==> src/rtl/tcp_pkg.sv <==
// Shared definitions for the TCP segment transmitter: flag bit positions,
// header geometry and the serializer state encoding.
package tcp_pkg;

  localparam int unsigned TCP_FLAG_FIN = 0;
  localparam int unsigned TCP_FLAG_SYN = 1;
  localparam int unsigned TCP_FLAG_RST = 2;
  localparam int unsigned TCP_FLAG_PSH = 3;
  localparam int unsigned TCP_FLAG_ACK = 4;

  localparam int unsigned TCP_HDR_BYTES   = 20;
  localparam int unsigned TCP_HDR_WORDS   = TCP_HDR_BYTES / 2;
  localparam logic [3:0]  TCP_DATA_OFFSET = 4'd5;

  typedef enum logic [2:0] {
    ST_IDLE,
    ST_CSUM,
    ST_HDR,
    ST_FETCH,
    ST_PAY,
    ST_DONE
  } tcp_tx_state_e;

endpackage

==> src/rtl/tcp_csum16.sv <==
// 16-bit one's-complement accumulator with end-around carry; the output is
// the inverted running sum, i.e. the value placed in the checksum field.
module tcp_csum16 (
  input  logic        clk,
  input  logic        reset,
  input  logic        i_clear,
  input  logic        i_add,
  input  logic [15:0] i_word,
  output logic [15:0] o_csum_c
);

  logic [15:0] r_acc;
  logic [16:0] w_sum;

  assign w_sum = {1'b0, r_acc} + {1'b0, i_word};

  // Fold the carry back in; acc + word <= 0x1FFFE so one fold is enough.
  always_ff @(posedge clk) begin
    if (reset) begin
      r_acc <= 16'h0000;
    end else if (i_clear) begin
      r_acc <= 16'h0000;
    end else if (i_add) begin
      r_acc <= w_sum[15:0] + 16'(w_sum[16]);
    end
  end

  assign o_csum_c = ~r_acc;

endmodule

==> src/rtl/tcp_segment_tx.sv <==
// Serializes one TCP segment per mainfsm request: 20-byte big-endian header,
// followed by PAYLOAD_LEN bytes from a synchronous-read memory for data
// segments. Define TCP_TX_CHECKSUM_EN to compute the header checksum
// (extra CSUM pass of 10 cycles); otherwise the checksum field is zero.
module tcp_segment_tx
  import tcp_pkg::*;
#(
  parameter logic [15:0] SRC_PORT    = 16'd5000,
  parameter logic [15:0] DST_PORT    = 16'd80,
  parameter logic [15:0] WINDOW      = 16'd3,
  parameter int unsigned PAYLOAD_LEN = 8
) (
  input  logic        clk,
  input  logic        reset,
  input  logic        readyout,
  input  logic [31:0] seq_in,
  input  logic [31:0] ack_in,
  input  logic [8:0]  flags_in,
  input  logic        control,
  output logic        busy,
  output logic        packetsent,
  output logic [7:0]  tx_data,
  output logic        tx_valid,
  input  logic        tx_ready,
  output logic        tx_last,
  output logic [15:0] mem_addr,
  input  logic [7:0]  mem_data
);

  localparam logic [4:0] LAST_HDR_BYTE = 5'(TCP_HDR_BYTES - 1);
  localparam logic [4:0] LAST_HDR_WORD = 5'(TCP_HDR_WORDS - 1);
  localparam logic [7:0] LAST_PAY_BYTE = 8'(PAYLOAD_LEN - 1);

  tcp_tx_state_e r_state;
  logic [4:0]    r_idx;
  logic [7:0]    r_k;
  logic [31:0]   r_seq;
  logic [31:0]   r_ack;
  logic [8:0]    r_flags;
  logic          r_control;
  logic          r_busy;
  logic          r_packetsent;
  logic [7:0]    r_tx_data;
  logic          r_tx_valid;
  logic          r_tx_last;
  logic [15:0]   r_mem_addr;

  logic          w_hs;
  logic          w_accept;
  logic [4:0]    w_idx_nxt;
  logic [15:0]   w_csum;
  logic [15:0]   w_hdr_csum;
  logic [15:0]   w_csum_word;
  logic [15:0]   w_hdr_word_nxt;
  logic [7:0]    w_hdr_byte_nxt;

  // Header word w (0..9), big-endian, from the latched segment fields.
  function automatic logic [15:0] hdr_word(input logic [3:0]  w,
                                           input logic [31:0] seq,
                                           input logic [31:0] ack,
                                           input logic [8:0]  flags,
                                           input logic [15:0] csum);
    logic [15:0] v;
    case (w)
      4'd0:    v = SRC_PORT;
      4'd1:    v = DST_PORT;
      4'd2:    v = seq[31:16];
      4'd3:    v = seq[15:0];
      4'd4:    v = ack[31:16];
      4'd5:    v = ack[15:0];
      4'd6:    v = {TCP_DATA_OFFSET, 3'b000, flags};
      4'd7:    v = WINDOW;
      4'd8:    v = csum;
      default: v = 16'h0000;
    endcase
    return v;
  endfunction

  assign w_hs      = r_tx_valid & tx_ready;
  assign w_accept  = (r_state == ST_IDLE) & readyout;
  assign w_idx_nxt = r_idx + 5'd1;

`ifdef TCP_TX_CHECKSUM_EN
  assign w_hdr_csum = w_csum;
`else
  logic w_unused_csum;
  assign w_unused_csum = ^w_csum;
  assign w_hdr_csum    = 16'h0000;
`endif

  // The checksum pass sums header words with the checksum field as zero.
  assign w_csum_word    = hdr_word(r_idx[3:0], r_seq, r_ack, r_flags, 16'h0000);
  assign w_hdr_word_nxt = hdr_word(w_idx_nxt[4:1], r_seq, r_ack, r_flags, w_hdr_csum);
  assign w_hdr_byte_nxt = w_idx_nxt[0] ? w_hdr_word_nxt[7:0] : w_hdr_word_nxt[15:8];

  tcp_csum16 u_csum (
    .clk      (clk),
    .reset    (reset),
    .i_clear  (w_accept),
    .i_add    (r_state == ST_CSUM),
    .i_word   (w_csum_word),
    .o_csum_c (w_csum)
  );

  // Segment sequencer. mem_addr is prefetched one byte ahead so the byte for
  // payload index k is already on mem_data during its FETCH cycle.
  always_ff @(posedge clk) begin
    if (reset) begin
      r_state      <= ST_IDLE;
      r_idx        <= 5'd0;
      r_k          <= 8'd0;
      r_seq        <= 32'h0;
      r_ack        <= 32'h0;
      r_flags      <= 9'h0;
      r_control    <= 1'b0;
      r_busy       <= 1'b0;
      r_packetsent <= 1'b0;
      r_tx_data    <= 8'h00;
      r_tx_valid   <= 1'b0;
      r_tx_last    <= 1'b0;
      r_mem_addr   <= 16'h0000;
    end else begin
      r_packetsent <= 1'b0;
      case (r_state)
        ST_IDLE: begin
          if (readyout) begin
            r_seq      <= seq_in;
            r_ack      <= ack_in;
            r_flags    <= flags_in;
            r_control  <= control;
            r_busy     <= 1'b1;
            r_idx      <= 5'd0;
            r_k        <= 8'd0;
            r_mem_addr <= seq_in[15:0] * 16'(PAYLOAD_LEN);
`ifdef TCP_TX_CHECKSUM_EN
            r_state    <= ST_CSUM;
`else
            r_state    <= ST_HDR;
            r_tx_valid <= 1'b1;
            r_tx_data  <= SRC_PORT[15:8];
            r_tx_last  <= 1'b0;
`endif
          end
        end
        ST_CSUM: begin
          if (r_idx == LAST_HDR_WORD) begin
            r_state    <= ST_HDR;
            r_idx      <= 5'd0;
            r_tx_valid <= 1'b1;
            r_tx_data  <= SRC_PORT[15:8];
            r_tx_last  <= 1'b0;
          end else begin
            r_idx <= w_idx_nxt;
          end
        end
        ST_HDR: begin
          if (w_hs) begin
            if (r_idx == LAST_HDR_BYTE) begin
              r_tx_valid <= 1'b0;
              r_tx_last  <= 1'b0;
              if (r_control) begin
                r_state      <= ST_DONE;
                r_packetsent <= 1'b1;
              end else begin
                r_state <= ST_FETCH;
              end
            end else begin
              r_idx     <= w_idx_nxt;
              r_tx_data <= w_hdr_byte_nxt;
              r_tx_last <= r_control & (w_idx_nxt == LAST_HDR_BYTE);
            end
          end
        end
        ST_FETCH: begin
          r_state    <= ST_PAY;
          r_tx_valid <= 1'b1;
          r_tx_data  <= mem_data;
          r_tx_last  <= (r_k == LAST_PAY_BYTE);
          r_mem_addr <= r_mem_addr + 16'd1;
        end
        ST_PAY: begin
          if (w_hs) begin
            r_tx_valid <= 1'b0;
            r_tx_last  <= 1'b0;
            if (r_k == LAST_PAY_BYTE) begin
              r_state      <= ST_DONE;
              r_packetsent <= 1'b1;
            end else begin
              r_k     <= r_k + 8'd1;
              r_state <= ST_FETCH;
            end
          end
        end
        ST_DONE: begin
          r_busy  <= 1'b0;
          r_state <= ST_IDLE;
        end
        default: begin
          r_state <= ST_IDLE;
        end
      endcase
    end
  end

  assign busy       = r_busy;
  assign packetsent = r_packetsent;
  assign tx_data    = r_tx_data;
  assign tx_valid   = r_tx_valid;
  assign tx_last    = r_tx_last;
  assign mem_addr   = r_mem_addr;

endmodule

==> config.mk <==
export PLATFORM = sky130hd
export DESIGN_NAME = tcp_segment_tx
export DESIGN_NICKNAME = d
export VERILOG_FILES = /design/src/rtl/tcp_pkg.sv /design/src/rtl/tcp_csum16.sv /design/src/rtl/tcp_segment_tx.sv
export SDC_FILE = /design/constraint.sdc
export NUM_CORES = 1
export LEC_CHECK = 0
export BUFFER_PORTS_ARGS = -buffer_cell sky130_fd_sc_hd__buf_2
export CORE_UTILIZATION = 44
export DETAILED_ROUTE_END_ITERATION = 8
export PLACE_DENSITY = 0.66
export SLEW_MARGIN = 30
export SYNTH_ARGS = -nofsm -noshare
export SYNTH_HDL_FRONTEND = slang
export SYNTH_SLANG_ARGS = --single-unit
export TNS_END_PERCENT = 20
==> constraint.sdc <==
create_clock -name clk -period 6.31 [get_ports clk]
set_input_delay 0.631 -clock clk [delete_from_list [all_inputs] [get_ports clk]]
set_output_delay 0.631 -clock clk [all_outputs]
set_load 0.05 [all_outputs]
* Yosys cells after proc, flatten, opt, wreduce, memory -nomap -nowiden *
Index checks and enable logic that the tools add are counted.
Widths: inputs -> output; s select.

cells by class
  bitwise logic cells = 2
  equal/unequal tests = 23
  reduce and logical (&&, ||, !) cells = 17
  add/sub/neg operators = 3
  muxes and demuxes = 44

operator list
  kind                   number
  $pmux 16 s8            1
  $mux 8                 8
  $pmux 16 s2            1
  $pmux 8 s4             1
  $mux 3                 7
  $mux 5                 4
  $add 16x1->16 const B  1
  $eq 4x3->1 const B     4
  $mux 16                1
  $pmux 8 s2             1
  $pmux 3 s5             1
  $pmux 5 s3             1
  $reduce_and 5->1       3
  $mux 1                 14
  $ne 2x2->1 const B     7
  $eq 5x5->1 const B     2
  $pmux 1 s5             2
  $add 8x1->8 const B    1
  $eq 4x2->1 const B     2
  $eq 8x3->1 const B     1
  $reduce_and 4->1       2
  $eq 3x2->1 const B     2
  $eq 3x3->1 const B     2
  $reduce_and 2->1       3
  13 further kinds       17

word-level totals
  input port bits = 86
  flip-flop bits (word level) = 118
  logic and storage cells = 102

* Longest topological paths before layout *
Gate-level depths: netlist (run 1).

  depth in word-level cells = 7
  mapped depth = 11
  depth with buffers taken out = 8

* Worst setup path before layout (run 1) *
OpenSTA, ideal clock, no wires.

  path kind = register to register
  start point = reg r_idx[0]
  end point = reg r_tx_data[2] (netlist: tx_data[2])
  cell stages (with the launch flop) = 10
  buffers on the path = 3
  setup slack = 3.917 ns
  arrival time = 2.278 ns
  data required time = 6.194 ns
  clock period less this slack = 2.393 ns
  cells stage by stage = dfxtp_1 > buf_2 > inv_1 > ha_1 > buf_2 > clkbuf_1 > mux2_2 > a221oi_1 > o21ai_0 > and3_1

on the way
  cells in the longest elaborated chain, start to end = 7
  elaborated cells between the ends (all ways) = 19

RTL lines
  what                                      RTL line               RTL
  from (decl)                               tcp_segment_tx.sv:35   logic [4:0] r_idx;
  from (signal assigned)                    tcp_segment_tx.sv:153  r_idx <= w_idx_nxt;
  from (signal assigned)                    tcp_segment_tx.sv:168  r_idx <= w_idx_nxt;
  $add 5x1->5                               tcp_segment_tx.sv:81   assign w_idx_nxt = r_idx + 5'd1;
  $eq 4x3->1, or another cell as far along  tcp_segment_tx.sv:64   case (w)
  $pmux 16 s8                               tcp_segment_tx.sv:64
  $mux 8                                    tcp_segment_tx.sv:94   assign w_hdr_byte_nxt = w_idx_nxt[0] ? w_hdr_word_nxt[7:0] : w_hdr_word_nxt[15:8];
  $mux 8                                    tcp_segment_tx.sv:158  if (r_idx == LAST_HDR_BYTE) begin
  $mux 8                                    tcp_segment_tx.sv:157  if (w_hs) begin
  $pmux 8 s4                                tcp_segment_tx.sv:124  case (r_state)
  to (signal assigned)                      tcp_segment_tx.sv:140  r_tx_data <= SRC_PORT[15:8];
  to (signal assigned)                      tcp_segment_tx.sv:169  r_tx_data <= w_hdr_byte_nxt;
  to (signal assigned)                      tcp_segment_tx.sv:177  r_tx_data <= mem_data;
  to (decl)                                 tcp_segment_tx.sv:43   logic [7:0] r_tx_data;

Parallel ways exist; a longest one is shown, timed or not. The select of a mux whose other input is x is not followed.
A chain may end at the register's enable or synchronous reset.

* Worst setup path in the final report (run 1) *
  start point = reg r_idx[0]
  end point = reg r_tx_data[4] (netlist: tx_data[4])

The elaborated chain is that of the path after synthesis.

==> run summary, run 1 <==
Status - complete, no violations
Total number of vias - 5834
CP bufs+invs - 2
CTS max path bufs - 2
Core Area - 12800 um^2
Cell Pwr Density - 439 nW/um^2
Worst EP arrival - 3750 ps
Final Core Density - 55.0%
Most common cell in the netlist - nand2_1
Largest stage delay, worst path - 910 ps
CTS tree - built
Reg2reg end - tx_data[4]$_SDFFE_PP0P_
Async S/R FF share, synth - 0%
R2R Setup Slk - 2850 ps
Final Hold Vio Count - 0
Antenna Cells - 0
Post-synthesis sequential area ratio - 40.1%
Post-DR vias/cell - 5.70
CP max-delay cell - dfxtp_1
Register-to-Register Path Depth - 8
Yosys reg bits - 118
Hold depth - 3
Peak supply drop - 0.000192 V
Synth Area per Inst - 7.78 um^2
Yosys warns - 0
Synth cell types - 75
Post-DP HPWL - 12.2 mm
Vias in the first global route - 5332
Setup_tns - 0 ps
Worst Path Required - 6600 ps
H-tree Lvls - 4
Main synth FF type - dfxtp_1
Final critical-path required period - 3460 ps
Critical Path End Type - flop
Largest net degree at the start of global routing - 80
Clk Latency, worst-skew pair - 420 ps
CP Depth - 8
Initial antenna violation count - 0
Slew @ Worst Pin - 902 ps
Largest family of logic cells by synthesized area - compound AO/OA/AOI/OAI gates
CTS sink cnt - 118
Clock root buffer - clkbuf_16
Clock Skews - 12.4 ps
EDFF count, synth - 0
First-pass GRT wire length - 27.3 mm
Detailed Routing Iterations Pass 1 - 5
DR iter-0 viols - 608
Critical path startpoint category - flop
P_leak - 2.77 nW
Fillers - 1223
Worst R2R Start - r_idx[0]$_SDFFE_PP0P_
CP Cell Sequence - inv_1, ha_2, inv_1, o21ai_0, a21oi_2, a2111oi_2, o22ai_1, o2bb2ai_1
Hold worst-path end - r_ack[21]$_SDFFE_PP0P_
Max FO, Critical Path - 33
Setup Fix Bufs, Post-CTS - 0
Simple-gate share of the synthesized area - 24.0%
Synth area leader - dfxtp_1
Count of pins over their slew limit - 0
Area growth from synthesis to layout - 19.7%
# IOs - 114
Hold Crit Start - ack_in[21]
Max-Cap Viols - 0
RSZ-0062 raised after global routing - false
Final WL - 17.1 mm
Cts bufs inserted - 17
Die X - 118 um
Remaining DRCs - 0
Starting Density - 45.9%
Top Family by Delay on Critical Path - compound AO/OA/AOI/OAI gates
Critical path class - flop to flop
Routability Congestion - 0.901
Reg clk slew, reported paths - 50 ps
Worst hold path class - primary input to flop
Synth Area in Adders - 1.06%
Cell area after synthesis - 5890 um^2
Most frequent CP cell - inv_1
Compound-Gate Fraction of Synth Area - 24.6%
Slew margin rel. - 39.8%
CTS Hold Bufs - 0
Synth top area cells - dfxtp_1 (40%), nand2_1 (11%), a21oi_1 (9.7%)
Endpoints failing setup - 0
Post-route ant nets - 0
Gr ovfl total - 0
Synth top cells by count - nand2_1 (175), dfxtp_1 (118), a21oi_1 (114)
Post-synthesis xor/xnor area fraction - 2.21%
Mux cell area share after synthesis - 3.14%
Top cell type's share of synthesized area - 40.1%
Fin nets - 930
Layout cells sized above 1 - 21.4%
Gr usage total - 25.0%
Die ar. - 13900 um^2
Post-CTS sizing - 0
Chip height - 118 um
DR WL/cell - 16.7 um
Nets in the synthesized netlist - 848
Max Freq - 289 MHz
FP Rows - 41
Port-buffer cells - 113
Final period util - 54.8%
Synth Instances - 757
==> worst max path at each step <==
stage / startpoint / to
after floorplan: r_idx[0]$_SDFFE_PP0P_ / tx_data[2]$_SDFFE_PP0P_
after global placement: r_idx[0]$_SDFFE_PP0P_ / tx_data[6]$_SDFFE_PP0P_
after detailed placement: r_idx[0]$_SDFFE_PP0P_ / tx_data[4]$_SDFFE_PP0P_
after CTS: r_idx[0]$_SDFFE_PP0P_ / tx_data[4]$_SDFFE_PP0P_
after global routing: r_idx[0]$_SDFFE_PP0P_ / tx_data[6]$_SDFFE_PP0P_
final: r_idx[0]$_SDFFE_PP0P_ / tx_data[4]$_SDFFE_PP0P_
==> sequential cells by signal, indices dropped and copies added, names as in the netlist <==
name,count
r_seq,32
packetsent,1
r_state,3
r_k,8
tx_valid,1
r_idx,5
r_flags,9
busy,1
tx_data,8
r_control,1
mem_addr,16
r_ack,32
tx_last,1
==> power by group <==
| group | switching [mW] | leakage [nW] | internal, mW |
|---|---|---|---|
| Clock | 0.333 | 0.283 | 0.622 |
| Combinational | 0.745 | 1.52 | 0.341 |
| Sequential | 0.161 | 0.966 | 0.896 |
| Total | 1.24 | 2.77 | 1.86 |
==> layout by cell type (no fill, tap or decap), types with 3 or more instances in the layout <==
master,count
nand2_1,174
dfxtp_1,118
a21oi_1,114
buf_2,112
nor2_1,49
o21ai_0,24
nand3_1,22
clkbuf_16,17
nor3_1,14
a22oi_1,13
a31oi_1,12
mux2_2,12
inv_1,9
and3_1,8
nand4_1,8
nand2b_1,7
o21a_1,7
a311oi_1,5
mux2i_1,5
and2_1,4
a211oi_1,4
xnor2_1,4
xor2_1,4
ha_1,4
clkbuf_1,4
clkbuf_8,4
buf_4,4
nor2b_1,3
nor2_2,3
o21bai_1,3
nor4_1,3
or4_1,3
o211ai_1,3
or3_1,3
o22ai_1,3
nand3b_1,3
a221oi_1,3
o221ai_1,3
==> layout make-up <==
cell class	count	area (um^2)	share of cell area, %
multi-input combinational	577	3260	46.2
clock buffer	25	495	7.03
inverter	9	33.8	0.479
sequential	118	2360	33.5
timing repair buffer	116	591	8.38
tap	172	215	3.05
clock inverter	7	93.8	1.33
==> metal layers <==
layer	GRT usage, %	share of wire [%]
met3	4.94	5.1
met1	33.7	46
met4	8.89	1.8
met2	39.5	47
met5	0	0
==> through the flow <==
step	total power [mW]	setup slack, ps	std cells	hold WS [ps]	instance area, um^2
6_report	3.10	2850	1024	447	7050
5_1_grt	3.27	2660	1024	447	7050
4_1_cts	3.11	2540	1024	437	7050
3_5_place_dp	2.15	2560	992	447	6460
3_3_place_gp	2.13	2680	992	446	6450
2_1_floorplan	1.86	3920	757	433	5890
==> logic make-up (layout without fill, tap and decap cells) <==
logic type / after synthesis / in the layout
compound gates: 228 / 228
xor+xnor: 11 / 11
fa+ha+maj: 5 / 5
buf+inv: 62 / 157
flops: 118 / 118
mux: 17 / 17
simple gates: 316 / 316
==> worst reg2reg max path: stages (launching register included) <==
cell	delay, ps
dfxtp_1	910
inv_1	330
ha_2	830
inv_1	360
o21ai_0	200
a21oi_2	100
a2111oi_2	340
o22ai_1	130
o2bb2ai_1	150
Power figures use the tool's default switching activity.
==> run 2, diff against run 1 <==
- clock period: 6.31 -> 3.6 ns (I/O delays scaled with it)
==> run summary, run 2 (same netlist as run 1, synthesis figures left out) <==
Largest net degree at the start of global routing - 82 (+2.5%)
Vias in the first global route - 5382 (+0.94%)
Die X - 118 um (unchanged)
Final WL - 18.3 mm (+6.6%)
DR iter-0 viols - 650 (+6.9%)
Clock Skews - 10.7 ps (-1.71 ps)
Chip height - 118 um (unchanged)
Worst slack, placed - 805 ps (-1750 ps)
Core Area - 12800 um^2 (unchanged)
RSZ-0062 raised after global routing - false
Layout cells sized above 1 - 21.8% (+0.48 points)
Area post-placement - 6490 um^2 (+0.48%)
CP Cell Sequence - ha_1, xnor2_2, mux2_2, a22oi_1, nor2_1, nor3_1, o32ai_1
Routability Congestion - 0.907 (+0.62%)
Final critical-path required period - 2810 ps (-646 ps)
Detailed Routing Iterations Pass 1 - 5 (unchanged)
Cts bufs inserted - 17 (unchanged)
Post-DP HPWL - 13.0 mm (+6.1%)
Setup Fix Bufs, Post-CTS - 0 (unchanged)
CTS tree - built
Clock root buffer - clkbuf_16
Final Hold Vio Count - 0 (unchanged)
Setup_tns - 0 ps (unchanged)
Gr usage total - 26.7% (+1.7 points)
Fin nets - 934 (+0.43%)
WHS - 180 ps (-267 ps)
Post-Layout Inst Area - 7110 um^2 (+0.83%)
Remaining DRCs - 0 (unchanged)
Crit path from - r_idx[1]$_SDFFE_PP0P_
Commonest non-fill, non-tap cells in the layout - nand2_1 (174), dfxtp_1 (118), a21oi_1 (114)
Max FO, Critical Path - 19 (-42%)
Max-Cap Viols - 0 (unchanged)
CTS Hold Bufs - 0 (unchanged)
Starting Density - 45.9% (unchanged)
CTS sink cnt - 118 (unchanged)
Post-DR vias/cell - 5.71 (+0.28%)
Critical Path End Type - flop
Port-buffer cells - 113 (unchanged)
Area growth from synthesis to layout - 20.7%
Post-CTS sizing - 0 (unchanged)
Commonest non-fill, non-tap cell in the layout - nand2_1
Worst R2R Start - r_idx[1]$_SDFFE_PP0P_
Worst EP arrival - 3060 ps (-690 ps)
Final WS setup - 787 ps (-2060 ps)
DR WL/cell - 17.8 um (+6.2%)
Slew margin rel. - 34.6% (-5.3 points)
FP Rows - 41 (unchanged)
H-tree Lvls - 4 (unchanged)
Post-route ant nets - 0 (unchanged)
Final period util - 78.1% (+23 points)
Critical path class - flop to flop
Gr ovfl total - 0 (unchanged)
Largest stage delay, worst path - 840 ps (-70 ps)
Clk Latency, worst-skew pair - 420 ps (about the same)
Count of pins over their slew limit - 0 (unchanged)
CP bufs+invs - 0 (-2)
Peak supply drop - 0.000373 V (+94%)
P_leak - 2.81 nW (+1.3%)
Antenna Cells - 0 (unchanged)
Slew @ Worst Pin - 977 ps (+75.3 ps)
Hold Crit Start - flags_in[7]
Worst hold path class - primary input to flop
Placed Cells - 996 (+0.40%)
Endpoints failing setup - 0 (unchanged)
Critical path startpoint category - flop
CTS max path bufs - 2 (unchanged)
Cell Pwr Density - 788 nW/um^2 (+79%)
CP max-delay cell - xnor2_2
Top Family by Delay on Critical Path - XOR/XNOR gates
First-pass GRT wire length - 28.9 mm (+5.7%)
Total number of vias - 5873 (+0.67%)
Die ar. - 13900 um^2 (unchanged)
Reg clk slew, reported paths - 60 ps (about the same)
# IOs - 114 (unchanged)
Worst Path Required - 3850 ps (-2750 ps)
Max Freq - 355 MHz (+23%)
Initial antenna violation count - 0 (unchanged)
Status - complete, no violations
Non-filler cells, final - 1028 (+0.39%)
-- run 2: cell types whose count changed in the layout (fill, tap and decap cells not counted), sizes merged --
cell | previous run | this run
buf | 116 | 120
clkbuf | 25 | 22
bufinv | 2 | 3
clkinv | 3 | 4
inv | 9 | 10
-- run 2: area by class of cell --
| type | count | area [um^2] |
|---|---|---|
| Sequential cell | 118 | 2360 |
| Fill cell | 1234 | 5720 |
| Timing Repair Buffer | 120 | 633 |
| Multi-Input combinational cell | 577 | 3250 |
| Inverter | 9 | 33.8 |
| Tap cell | 172 | 215 |
| Clock buffer | 22 | 474 |
| Clock inverter | 10 | 145 |
-- run 2: per-layer routing --
layer / up-vias / global-route usage (%) / wire length [um]
met5: - / 0 / 0
met4: 0 / 10.3 / 371
met3: 20 / 5.91 / 1040
met2: 215 / 41.5 / 8580
met1: 2801 / 35.8 / 8290
li1: 2837 / - / -
-- run 2: power by group --
group          internal (mW)  switching, mW  total [mW]  leakage [nW]
Sequential              1.57          0.273        1.84         0.966
Clock                   1.15          0.616        1.76         0.297
Combinational          0.627           1.37        1.99          1.55
Total                   3.34           2.25        5.60          2.81
-- run 2: per-stage QoR --
step | total power, mW | util [%]
after global placement | 3.81 | 50.6
after floorplan | 3.26 | -
final | 5.60 | 55.4
after detailed placement | 3.84 | 50.6
after CTS | 5.60 | 55.4
after global routing | 5.90 | 55.4
-- run 2: tightest hold or removal path, cell delays in order --
cell and delay [ps]:
buf_2 100, nand2_1 40, a21oi_1 50
-- run 2: worst paths after layout --
check / cells after the start / slack, ps / endpoint
max: 7 / 790 / tx_data[3]$_SDFFE_PP0P_
min: 3 / 180 / r_flags[7]$_SDFFE_PP0P_
max reg2reg: 7 / 790 / tx_data[3]$_SDFFE_PP0P_
min reg2reg: 2 / 450 / r_seq[30]$_SDFFE_PP0P_
==> run 3, diff against run 2 <==
- ABC_AREA: unset -> 1
- clock period: 3.6 -> 2.75 ns (I/O delays scaled with it)
==> run summary, run 3 <==
WHS - 101 ps (-79.4 ps)
Largest stage delay, worst path - 480 ps (-360 ps)
Slew margin rel. - 58.6% (+24 points)
CP max-delay cell - dfxtp_1
R2R Setup Slk - 290 ps (-490 ps)
Post-CTS sizing - 0 (unchanged)
Setup Fix Bufs, Post-CTS - 0 (unchanged)
Non-filler cells, final - 1140 (+11%)
Placed Cells - 1109 (+11%)
Yosys reg bits - 118 (unchanged)
Commonest non-fill, non-tap cells in the layout - nand2_1 (156), a21oi_1 (121), dfxtp_1 (118)
Final critical-path required period - 2460 ps (-356 ps)
Async S/R FF share, synth - 0% (unchanged)
Detailed Routing Iterations Pass 1 - 5 (unchanged)
Worst Path Required - 3100 ps (-750 ps)
CTS max path bufs - 2 (unchanged)
Final Core Density - 55.2% (-0.27 points)
Endpoints failing setup - 0 (unchanged)
Critical path class - flop to flop
Synth area leader - dfxtp_1
Fin nets - 1047 (+12%)
Cell area after synthesis - 5810 um^2 (-1.3%)
Commonest non-fill, non-tap cell in the layout - nand2_1
EDFF count, synth - 0 (unchanged)
Starting Density - 45.5% (-0.42 points)
FP Rows - 41 (unchanged)
Die X - 117 um (-0.65%)
Synth Area per Inst - 6.78 um^2 (-13%)
Slew @ Worst Pin - 620 ps (-357 ps)
Layout cells sized above 1 - 19.2% (-2.6 points)
RSZ-0062 raised after global routing - false
Final period util - 89.4% (+11 points)
Cts bufs inserted - 17 (unchanged)
Post-DR vias/cell - 5.09 (-11%)
Area growth from synthesis to layout - 21.2%
CTS Hold Bufs - 0 (unchanged)
Register-to-Register Path Depth - 10 (+3)
Largest net degree at the start of global routing - 126 (+54%)
Post-DP HPWL - 11.9 mm (-8.6%)
DR iter-0 viols - 472 (-27%)
Gr ovfl total - 0 (unchanged)
Core Area - 12800 um^2 (-0.40%)
Yosys warns - 0 (unchanged)
H-tree Lvls - 4 (unchanged)
Antenna Cells - 0 (unchanged)
Worst setup path endpoint - tx_data[4]$_SDFFE_PP0P_
Worst EP arrival - 2810 ps (-250 ps)
Initial antenna violation count - 0 (unchanged)
Worst R2R Start - r_idx[0]$_SDFFE_PP0P_
Most common cell in the netlist - nand2_1
Chip height - 117 um (-0.65%)
Clk Latency, worst-skew pair - 420 ps (about the same)
Hold depth - 3 (unchanged)
Critical Path End Type - flop
Worst slack, placed - 336 ps (-470 ps)
Post-synthesis sequential area ratio - 40.6% (+0.54 points)
First-pass GRT wire length - 25.8 mm (-11%)
DR WL/cell - 14.8 um (-17%)
Crit path from - r_idx[0]$_SDFFE_PP0P_
CP Cell Sequence - inv_1, ha_1, inv_1, nor2_4, nand3_2, nor2_1, nor2_1, nand3_1, nand3_1, a21oi_1
Max Freq - 407 MHz (+14%)
Fillers - 1274 (+3.2%)
Nets in the synthesized netlist - 949 (+12%)
Gr usage total - 25.3% (-1.4 points)
Final Hold Vio Count - 0 (unchanged)
Synth cell types - 37 (-51%)
Peak supply drop - 0.000548 V (+47%)
Port-buffer cells - 113 (unchanged)
Main synth FF type - dfxtp_1
Final WL - 16.8 mm (-7.8%)
Max FO, Critical Path - 13 (-6)
Synth Instances - 858 (+13%)
CTS sink cnt - 118 (unchanged)
Die ar. - 13700 um^2 (-1.3%)
Cell Pwr Density - 1000 nW/um^2 (+28%)
Synth top cells by count - nand2_1 (156), a21oi_1 (121), dfxtp_1 (118)
Top cell type's share of synthesized area - 40.6% (+0.54 points)
P_leak - 3.02 nW (+7.6%)
Post-route ant nets - 0 (unchanged)
Status - complete, no violations
Vias in the first global route - 5117 (-4.9%)
Critical path startpoint category - flop
# IOs - 114 (unchanged)
Max-Cap Viols - 0 (unchanged)
CTS tree - built
Synth top area cells - dfxtp_1 (41%), a21oi_1 (10%), nand2_1 (10%)
Routability Congestion - 0.934 (+2.9%)
Remaining DRCs - 0 (unchanged)
Clock Skews - 9.89 ps (-0.783 ps)
Total number of vias - 5799 (-1.3%)
Reg2reg end - tx_data[4]$_SDFFE_PP0P_
Count of pins over their slew limit - 0 (unchanged)
Worst hold path class - primary input to flop
Clock root buffer - clkbuf_16
Setup_tns - 0 ps (unchanged)
Final WS setup - 292 ps (-494 ps)
Reg clk slew, reported paths - 50 ps (about the same)
-- run 3: changes by cell type after synthesis, sizes merged, moves of 9 or more --
| cell | change |
|---|---|
| clkbuf | -14 |
| nand3 | +28 |
| inv | +102 |
| nand4 | +12 |
| a22oi | -14 |
| nand2 | -15 |
| a31oi | -9 |
| o21ai | +49 |
| nor2 | +68 |
| mux2 | -12 |
-- run 3: report_power, final --
group	leakage [nW]	total, mW	switching (mW)	internal [mW]
registers	0.970	2.36	0.243	2.12
logic	1.75	2.46	1.78	0.680
clock network	0.298	2.25	0.776	1.48
-- run 3: cells by family (layout without fill, tap and decap cells) --
logic type               Yosys count  in the layout  share of synthesized area [%]
adder cells (fa/ha/maj)            5              5                           1.08
AND/OR/NAND/NOR                  369            369                           28.3
buffers and inverters            152            262                           10.8
AO/OA/AOI/OAI                    209            209                           18.5
flip-flops                       118            118                           40.6
XOR/XNOR                           5              5                          0.753
-- run 3: area by class of cell --
type	count	area (um^2)	area share (%)
Clock inverter	10	128	1.81
Multi-Input combinational cell	588	2830	40.1
Sequential cell	118	2360	33.5
Tap cell	172	215	3.05
Clock buffer	21	470	6.68
Timing Repair Buffer	119	623	8.84
Inverter	112	420	5.97
-- run 3: critical path, delay by kind of cell, from the launching register on --
kind,cells,cell delay (ps)
simple gates,6,950
flops,1,480
fa+ha+maj,1,430
buf+inv,2,400
compound gates,1,120
-- run 3: layer usage --
metal,track usage [%],up-vias,share of wire [%]
li1,-,2974,-
met2,39.3,216,44
met4,9.79,0,2.1
met5,0,-,0
met1,34.4,2581,47
met3,5.25,28,6.9
-- run 3: worst min path at each step --
stage	startpoint	to	slack [ps]
floorplan	ack_in[9]	r_ack[9]$_SDFFE_PP0P_	420
global route	ack_in[0]	r_ack[0]$_SDFFE_PP0P_	110
finish	flags_in[0]	r_flags[0]$_SDFFE_PP0P_	100
detailed placement	r_flags[4]$_SDFFE_PP0P_	r_flags[4]$_SDFFE_PP0P_	450
CTS	ack_in[0]	r_ack[0]$_SDFFE_PP0P_	90
global placement	r_ack[7]$_SDFFE_PP0P_	r_ack[7]$_SDFFE_PP0P_	450
-- run 3: through the flow --
stage / total power [mW] / area [um^2]
2_1_floorplan: 4.18 / 5810
3_3_place_gp: 4.81 / 6450
3_5_place_dp: 4.82 / 6450
4_1_cts: 7.09 / 7050
5_1_grt: 7.48 / 7050
6_report: 7.08 / 7050
